[src/rtl/dbus_lsu_initiator_if.sv]
// Pipeline-side and data-bus-side signals of the load/store initiator.
// The master modport is the initiator's view; slave is the pipeline/responder view.
interface dbus_lsu_initiator_if;
   logic        lsu_req;
   logic        lsu_we;
   logic [1:0]  lsu_size;
   logic        lsu_unsigned;
   logic [31:0] lsu_addr;
   logic [31:0] lsu_wdata;
   logic        lsu_done;
   logic [31:0] lsu_rdata;
   logic        lsu_err;
   logic [1:0]  lsu_err_code;
   logic        lsu_busy;
   logic        dbus_req;
   logic        dbus_w_en;
   logic [31:0] dbus_addr;
   logic [3:0]  dbus_sel;
   logic [31:0] dbus_wdata;
   logic [31:0] dbus_rdata;
   logic        dbus_ack;

   modport master (
      input  lsu_req, lsu_we, lsu_size, lsu_unsigned, lsu_addr, lsu_wdata,
      input  dbus_rdata, dbus_ack,
      output lsu_done, lsu_rdata, lsu_err, lsu_err_code, lsu_busy,
      output dbus_req, dbus_w_en, dbus_addr, dbus_sel, dbus_wdata
   );

   modport slave (
      output lsu_req, lsu_we, lsu_size, lsu_unsigned, lsu_addr, lsu_wdata,
      output dbus_rdata, dbus_ack,
      input  lsu_done, lsu_rdata, lsu_err, lsu_err_code, lsu_busy,
      input  dbus_req, dbus_w_en, dbus_addr, dbus_sel, dbus_wdata
   );
endinterface

[src/rtl/dbus_lsu_initiator.sv]
// Single-outstanding load/store initiator: alignment check, lane steering, bus wait, load extension.
// Define LSU_TIMEOUT_EN to add a WAIT-state watchdog that ends the access with err_code 10.
module dbus_lsu_initiator #(
   parameter int unsigned TIMEOUT_CYCLES = 255
) (
   input logic                   clk,
   input logic                   rst,
   dbus_lsu_initiator_if.master  io_bus
);

   if (TIMEOUT_CYCLES < 1 || TIMEOUT_CYCLES > 65535) begin : g_badTimeout
      $error("TIMEOUT_CYCLES must be in 1..65535");
   end

   typedef enum logic [1:0] {
      S_IDLE,
      S_WAIT,
      S_RESP
   } state_t;

   state_t      r_state;
   logic        r_we;
   logic        r_unsigned;
   logic [1:0]  r_size;
   logic [1:0]  r_addrLo;
   logic        r_done;
   logic        r_err;
   logic [1:0]  r_errCode;
   logic        r_busy;
   logic [31:0] r_rdata;
   logic        r_dbusReq;
   logic        r_dbusWen;
   logic [31:0] r_dbusAddr;
   logic [3:0]  r_dbusSel;
   logic [31:0] r_dbusWdata;

`ifdef LSU_TIMEOUT_EN
   localparam logic [15:0] TMO_LAST = 16'(TIMEOUT_CYCLES - 1);
   logic [15:0] r_tmoCnt;
`endif

   logic        w_misaligned;
   logic [3:0]  w_sel;
   logic [31:0] w_wdata;
   logic [7:0]  w_byte;
   logic [15:0] w_half;
   logic [31:0] w_loadExt;

   // Request-side decode works on the live pipeline operands in IDLE.
   always_comb begin
      w_misaligned = 1'b0;
      w_sel        = 4'b1111;
      w_wdata      = io_bus.lsu_wdata;
      case (io_bus.lsu_size)
         2'b00: begin
            w_sel   = 4'b0001 << io_bus.lsu_addr[1:0];
            w_wdata = {4{io_bus.lsu_wdata[7:0]}};
         end
         2'b01: begin
            w_misaligned = io_bus.lsu_addr[0];
            w_sel        = 4'b0011 << io_bus.lsu_addr[1:0];
            w_wdata      = {2{io_bus.lsu_wdata[15:0]}};
         end
         default: begin
            w_misaligned = (io_bus.lsu_addr[1:0] != 2'b00);
         end
      endcase
   end

   // Response-side extraction uses the operands latched at acceptance.
   always_comb begin
      w_byte = io_bus.dbus_rdata[{r_addrLo, 3'b000} +: 8];
      w_half = io_bus.dbus_rdata[{r_addrLo[1], 4'b0000} +: 16];
      case (r_size)
         2'b00:   w_loadExt = {{24{w_byte[7] & ~r_unsigned}}, w_byte};
         2'b01:   w_loadExt = {{16{w_half[15] & ~r_unsigned}}, w_half};
         default: w_loadExt = io_bus.dbus_rdata;
      endcase
      if (r_we) begin
         w_loadExt = '0;
      end
   end

   always_ff @(posedge clk or posedge rst) begin
      if (rst) begin
         r_state     <= S_IDLE;
         r_we        <= 1'b0;
         r_unsigned  <= 1'b0;
         r_size      <= 2'b00;
         r_addrLo    <= 2'b00;
         r_done      <= 1'b0;
         r_err       <= 1'b0;
         r_errCode   <= 2'b00;
         r_busy      <= 1'b0;
         r_rdata     <= '0;
         r_dbusReq   <= 1'b0;
         r_dbusWen   <= 1'b0;
         r_dbusAddr  <= '0;
         r_dbusSel   <= 4'b0000;
         r_dbusWdata <= '0;
`ifdef LSU_TIMEOUT_EN
         r_tmoCnt    <= '0;
`endif
      end else begin
         case (r_state)
            S_IDLE: begin
               if (io_bus.lsu_req) begin
                  r_we       <= io_bus.lsu_we;
                  r_unsigned <= io_bus.lsu_unsigned;
                  r_size     <= io_bus.lsu_size;
                  r_addrLo   <= io_bus.lsu_addr[1:0];
                  r_busy     <= 1'b1;
                  if (w_misaligned) begin
                     r_state   <= S_RESP;
                     r_done    <= 1'b1;
                     r_err     <= 1'b1;
                     r_errCode <= 2'b01;
                     r_rdata   <= '0;
                  end else begin
                     r_state     <= S_WAIT;
                     r_dbusReq   <= 1'b1;
                     r_dbusWen   <= io_bus.lsu_we;
                     r_dbusAddr  <= {io_bus.lsu_addr[31:2], 2'b00};
                     r_dbusSel   <= w_sel;
                     r_dbusWdata <= w_wdata;
`ifdef LSU_TIMEOUT_EN
                     r_tmoCnt    <= '0;
`endif
                  end
               end
            end

            // An ack in the expiry cycle takes priority over the timeout.
            S_WAIT: begin
               if (io_bus.dbus_ack) begin
                  r_state   <= S_RESP;
                  r_done    <= 1'b1;
                  r_err     <= 1'b0;
                  r_errCode <= 2'b00;
                  r_rdata   <= w_loadExt;
                  r_dbusReq <= 1'b0;
                  r_dbusWen <= 1'b0;
               end
`ifdef LSU_TIMEOUT_EN
               else if (r_tmoCnt == TMO_LAST) begin
                  r_state   <= S_RESP;
                  r_done    <= 1'b1;
                  r_err     <= 1'b1;
                  r_errCode <= 2'b10;
                  r_rdata   <= '0;
                  r_dbusReq <= 1'b0;
                  r_dbusWen <= 1'b0;
               end else begin
                  r_tmoCnt <= r_tmoCnt + 16'd1;
               end
`endif
            end

            S_RESP: begin
               r_state   <= S_IDLE;
               r_done    <= 1'b0;
               r_err     <= 1'b0;
               r_errCode <= 2'b00;
               r_rdata   <= '0;
               r_busy    <= 1'b0;
            end

            default: begin
               r_state <= S_IDLE;
            end
         endcase
      end
   end

   assign io_bus.lsu_done     = r_done;
   assign io_bus.lsu_rdata    = r_rdata;
   assign io_bus.lsu_err      = r_err;
   assign io_bus.lsu_err_code = r_errCode;
   assign io_bus.lsu_busy     = r_busy;
   assign io_bus.dbus_req     = r_dbusReq;
   assign io_bus.dbus_w_en    = r_dbusWen;
   assign io_bus.dbus_addr    = r_dbusAddr;
   assign io_bus.dbus_sel     = r_dbusSel;
   assign io_bus.dbus_wdata   = r_dbusWdata;

endmodule
[src/flat_wrapper.sv]
// flat-port wrapper written by rule: the top's interface ports become plain ports
module dbus_lsu_initiator_flat 
#(
   parameter int unsigned TIMEOUT_CYCLES = 255
)
  (clk, rst, io_bus_lsu_req, io_bus_lsu_we, io_bus_lsu_size, io_bus_lsu_unsigned, io_bus_lsu_addr, io_bus_lsu_wdata, io_bus_dbus_rdata, io_bus_dbus_ack, io_bus_lsu_done, io_bus_lsu_rdata, io_bus_lsu_err, io_bus_lsu_err_code, io_bus_lsu_busy, io_bus_dbus_req, io_bus_dbus_w_en, io_bus_dbus_addr, io_bus_dbus_sel, io_bus_dbus_wdata);
  dbus_lsu_initiator_if io_bus_i ();
  input logic clk;
  input logic rst;
  input wire logic [$bits(io_bus_i.lsu_req)-1:0] io_bus_lsu_req;
  input wire logic [$bits(io_bus_i.lsu_we)-1:0] io_bus_lsu_we;
  input wire logic [$bits(io_bus_i.lsu_size)-1:0] io_bus_lsu_size;
  input wire logic [$bits(io_bus_i.lsu_unsigned)-1:0] io_bus_lsu_unsigned;
  input wire logic [$bits(io_bus_i.lsu_addr)-1:0] io_bus_lsu_addr;
  input wire logic [$bits(io_bus_i.lsu_wdata)-1:0] io_bus_lsu_wdata;
  input wire logic [$bits(io_bus_i.dbus_rdata)-1:0] io_bus_dbus_rdata;
  input wire logic [$bits(io_bus_i.dbus_ack)-1:0] io_bus_dbus_ack;
  output wire logic [$bits(io_bus_i.lsu_done)-1:0] io_bus_lsu_done;
  output wire logic [$bits(io_bus_i.lsu_rdata)-1:0] io_bus_lsu_rdata;
  output wire logic [$bits(io_bus_i.lsu_err)-1:0] io_bus_lsu_err;
  output wire logic [$bits(io_bus_i.lsu_err_code)-1:0] io_bus_lsu_err_code;
  output wire logic [$bits(io_bus_i.lsu_busy)-1:0] io_bus_lsu_busy;
  output wire logic [$bits(io_bus_i.dbus_req)-1:0] io_bus_dbus_req;
  output wire logic [$bits(io_bus_i.dbus_w_en)-1:0] io_bus_dbus_w_en;
  output wire logic [$bits(io_bus_i.dbus_addr)-1:0] io_bus_dbus_addr;
  output wire logic [$bits(io_bus_i.dbus_sel)-1:0] io_bus_dbus_sel;
  output wire logic [$bits(io_bus_i.dbus_wdata)-1:0] io_bus_dbus_wdata;
  assign io_bus_i.lsu_req = io_bus_lsu_req;
  assign io_bus_i.lsu_we = io_bus_lsu_we;
  assign io_bus_i.lsu_size = io_bus_lsu_size;
  assign io_bus_i.lsu_unsigned = io_bus_lsu_unsigned;
  assign io_bus_i.lsu_addr = io_bus_lsu_addr;
  assign io_bus_i.lsu_wdata = io_bus_lsu_wdata;
  assign io_bus_i.dbus_rdata = io_bus_dbus_rdata;
  assign io_bus_i.dbus_ack = io_bus_dbus_ack;
  assign io_bus_lsu_done = io_bus_i.lsu_done;
  assign io_bus_lsu_rdata = io_bus_i.lsu_rdata;
  assign io_bus_lsu_err = io_bus_i.lsu_err;
  assign io_bus_lsu_err_code = io_bus_i.lsu_err_code;
  assign io_bus_lsu_busy = io_bus_i.lsu_busy;
  assign io_bus_dbus_req = io_bus_i.dbus_req;
  assign io_bus_dbus_w_en = io_bus_i.dbus_w_en;
  assign io_bus_dbus_addr = io_bus_i.dbus_addr;
  assign io_bus_dbus_sel = io_bus_i.dbus_sel;
  assign io_bus_dbus_wdata = io_bus_i.dbus_wdata;
  dbus_lsu_initiator #(.TIMEOUT_CYCLES(TIMEOUT_CYCLES)) u_core (.clk(clk), .rst(rst), .io_bus(io_bus_i));
endmodule
[config.mk]
export PLATFORM = sky130hd
export DESIGN_NAME = dbus_lsu_initiator_flat
export DESIGN_NICKNAME = d
export VERILOG_FILES = /design/src/rtl/dbus_lsu_initiator_if.sv /design/src/rtl/dbus_lsu_initiator.sv /design/src/flat_wrapper.sv
export SDC_FILE = /design/constraint.sdc
export NUM_CORES = 1
export LEC_CHECK = 0
export ABC_AREA = 1
export BUFFER_PORTS_ARGS = -buffer_cell sky130_fd_sc_hd__buf_4
export CAP_MARGIN = 10
export CORE_AREA = 2 2 121 123
export DETAILED_ROUTE_END_ITERATION = 16
export DIE_AREA = 0 0 123 125
export PLACE_DENSITY = 0.7
export SETUP_SLACK_MARGIN = 0.05
export SLEW_MARGIN = 15
export SYNTH_ARGS = -nofsm -noshare
export SYNTH_HDL_FRONTEND = slang
export SYNTH_SLANG_ARGS = --single-unit
[constraint.sdc]
create_clock -name clk -period 7.25 [get_ports clk]
set_clock_uncertainty 0.15 [all_clocks]
set_input_delay 0.3625 -clock clk [delete_from_list [all_inputs] [get_ports clk]]
set_output_delay 0.3625 -clock clk [all_outputs]
set_load 0.005 [all_outputs]
==> impl_metrics.tcl <==
set metrics [dict create \
    num_io_pins 211 \
    drtPass1Iterations 4 \
    yosysWarnings 0 \
    grt.total_usage 0.2037 \
    synth.distinct_cells 26 \
    max-cap-violations 0 \
    yosysTopAreaCellShare 0.5029 \
    netlist_area_sq_um 5523 \
    htreeDepth 3 \
    clkSlewWorstSetupHoldPaths_ns 0.07 \
    port_buffers 207 \
    cts_setup_buffers 0 \
    setup-tns-final_ns 0 \
    worst_slew_pin_slew_ns 0.8071 \
    ys_top_cells_by_area "dfrtp_1 (50%), nand2_1 (23%), o21ai_0 (7.2%)" \
    slew_viol_final 0 \
    synth_top_family_by_area "simple AND/OR/NAND/NOR gates" \
    path_class "reg2reg" \
    vdd_drop_max_mv 0.1585 \
    vias 5263 \
    area_growth_pct 34.19 \
    dp_worst_setup_slack_ns 4.421 \
    syn_avg_cell_area_sq_um 7.628 \
    hp-start "io_bus_lsu_addr[25]" \
    dpl.hpwl_um 11130 \
    min_delay_worst_endpoint "u_core.io_bus.dbus_addr[25]$_DFFE_PP0P_" \
    first_global_vias 5051 \
    status "finished clean" \
    clockBufferDepth 2 \
    cts_tree "yes" \
    r2r_start "u_core.r_state[1]$_DFFE_PP0P_" \
    ant_nets 0 \
    via_per_inst 4.802 \
    avgRoutedWirePerCell_um 14.13 \
    drt-initial-drc-count 386 \
    cts_root_buf "clkbuf_16" \
    start_kind "flop" \
    drt_wl_total_um 15490 \
    synthSimpleGateAreaFrac 0.3154 \
    initial_core_util 0.3888 \
    die-height_um 125 \
    globalplace.congestion 0.9154 \
    diodes 0 \
    clock_latency_ns 0.34 \
    setup_ws_ns 4.472 \
    synth_xor_area_frac 0 \
    worst-path-max-fanout 83 \
    max_clock_freq_ghz 0.3600 \
    hold_viol_final 0 \
    ys_seq_area_frac 0.5029 \
    synth_fa_ha_area_frac 0.009062 \
    finalSetupViolCount 0 \
    core_sq_um 14200 \
    powerDensity_nw_per_um2 369.7 \
    grt_max_degree 84 \
    reg2reg_depth 7 \
    syn_inst 724 \
    min_period_over_period 0.3831 \
    nFillCells 1422 \
    synth_area_leader_cell "dfrtp_1" \
    antenna_found_initial 0 \
    crit_start "u_core.r_state[1]$_DFFE_PP0P_" \
    drive_gt1_frac 0.2664 \
    rsz0062_at_grt "false" \
    synthMuxAreaShare 0 \
    dieArea_sq_um 15380 \
    synth-compound-area-share 0.1042 \
    post-route-drc-count 0 \
    reg2reg_slack_ns 4.47 \
    cts_buffers 9 \
    grt_overflow 0 \
    grt_pass1_wl_um 24790 \
    cts_sinks 111 \
    nets 1015 \
    hold_path_depth 3 \
    p_leak_nw 4.064 \
    hold_path_class "in2reg" \
    slew_headroom 0.4619 \
    synth-seq-cells 111 \
    die_w_um 123 \
    std_cell_rows 44 \
    critPathCaptureType "flop" \
    post-route-min-period_ns 2.778 \
    rr_endpoint "u_core.io_bus.dbus_wdata[8]$_DFFE_PP0P_" \
    required_ns 7.33 \
    cp.arrival_ns 2.86 \
]
placed cells by master, fill, tap and decap left out, drive strengths merged, types with 4 or more instances in the layout:
master,Yosys,layout
nand2,341,341
buf,22,210
dfrtp,111,111
o21ai,82,82
nor2,57,57
nand3,34,34
inv,31,32
o21a,15,15
clkbuf,19,11
o211ai,4,4
ha,4,4
worst max-delay path by stage:
stage                                                to  slack [ns]
4_1_cts         u_core.io_bus.dbus_wdata[8]$_DFFE_PP0P_        4.45
3_5_place_dp    u_core.io_bus.dbus_wdata[8]$_DFFE_PP0P_        4.42
6_report        u_core.io_bus.dbus_wdata[8]$_DFFE_PP0P_        4.47
2_1_floorplan   u_core.io_bus.dbus_addr[10]$_DFFE_PP0P_        3.81
5_1_grt         u_core.io_bus.dbus_wdata[8]$_DFFE_PP0P_        4.25
3_3_place_gp   u_core.io_bus.dbus_wdata[15]$_DFFE_PP0P_        4.47
synthesized netlist by cell type, drive strengths merged:
cell type	instances
nor2	57
o21a	15
o21ai	82
buf	22
conb	1
nand2	341
inv	31
ha	4
clkbuf	19
a21oi	1
a31oi	1
nand3	34
o211ai	4
a22oi	1
dfrtp	111
layout make-up:
cell class | count | area, sq um | area share
Timing Repair Buffer | 211 | 1587 | 0.2141
Sequential cell | 111 | 2778 | 0.3748
Clock inverter | 5 | 81.33 | 0.01097
Multi-Input combinational cell | 543 | 2384 | 0.3216
Clock buffer | 11 | 232.7 | 0.03140
Tap cell | 184 | 230.2 | 0.03107
Inverter | 31 | 118.9 | 0.01604
layer usage:
| metal | up-vias | wire length (um) | track usage |
|---|---|---|---|
| li1 | 2626 | - | - |
| met1 | 2430 | 6528 | 0.2574 |
| met2 | 185 | 7289 | 0.3266 |
| met3 | 22 | 1265 | 0.05839 |
| met4 | 0 | 402 | 0.08289 |
| met5 | - | 0 | 0 |
power breakdown:
group	switching [mW]	internal [mW]	total, mW
sequential	0.170	0.877	1.05
combinational	0.624	0.537	1.16
clock	0.228	0.304	0.532
flip-flops by register name, summed over array words and instances (netlist names), 2 cells and up:
name                      flops
u_core.io_bus.dbus_sel        4
u_core.io_bus.lsu_rdata      32
u_core.r_state                2
u_core.r_size                 2
u_core.r_addrLo               2
u_core.io_bus.dbus_addr      30
u_core.io_bus.dbus_wdata     32
worst max-delay path: stages, from the launching register on:
cell and delay (ns):
dfrtp_1 0.41, inv_1 0.09, ha_1 0.29, nand3_4 0.49
nor2_4 0.20, buf_4 0.64, nand3_1 0.15, o21a_1 0.15
through the flow:
step                      power (mW)  instances    util  hold slack (ns)  area, sq um
after floorplan                1.669        726       -           0.2995         5530
after global placement         2.221       1079  0.4989           0.3143         7087
after detailed placement       2.238       1079  0.4989           0.3150         7087
after CTS                      2.779       1096  0.5218          0.04665         7411
after global routing           2.963       1096  0.5218          0.06145         7411
final                          2.740       1096  0.5218          0.05978         7411
logic make-up after synthesis:
kind of cell	Yosys count
compound gates	104
flops	111
buf+inv	72
fa+ha+maj	4
other cells	1
simple gates	432
repair_timing:
action                                  CTS  global route
hold buffers                              1             0
endpoints found under the setup margin    0             0
resized for setup                         0             0
hold endpoints to repair                 47             0
(Power assumes the default switching activity.)
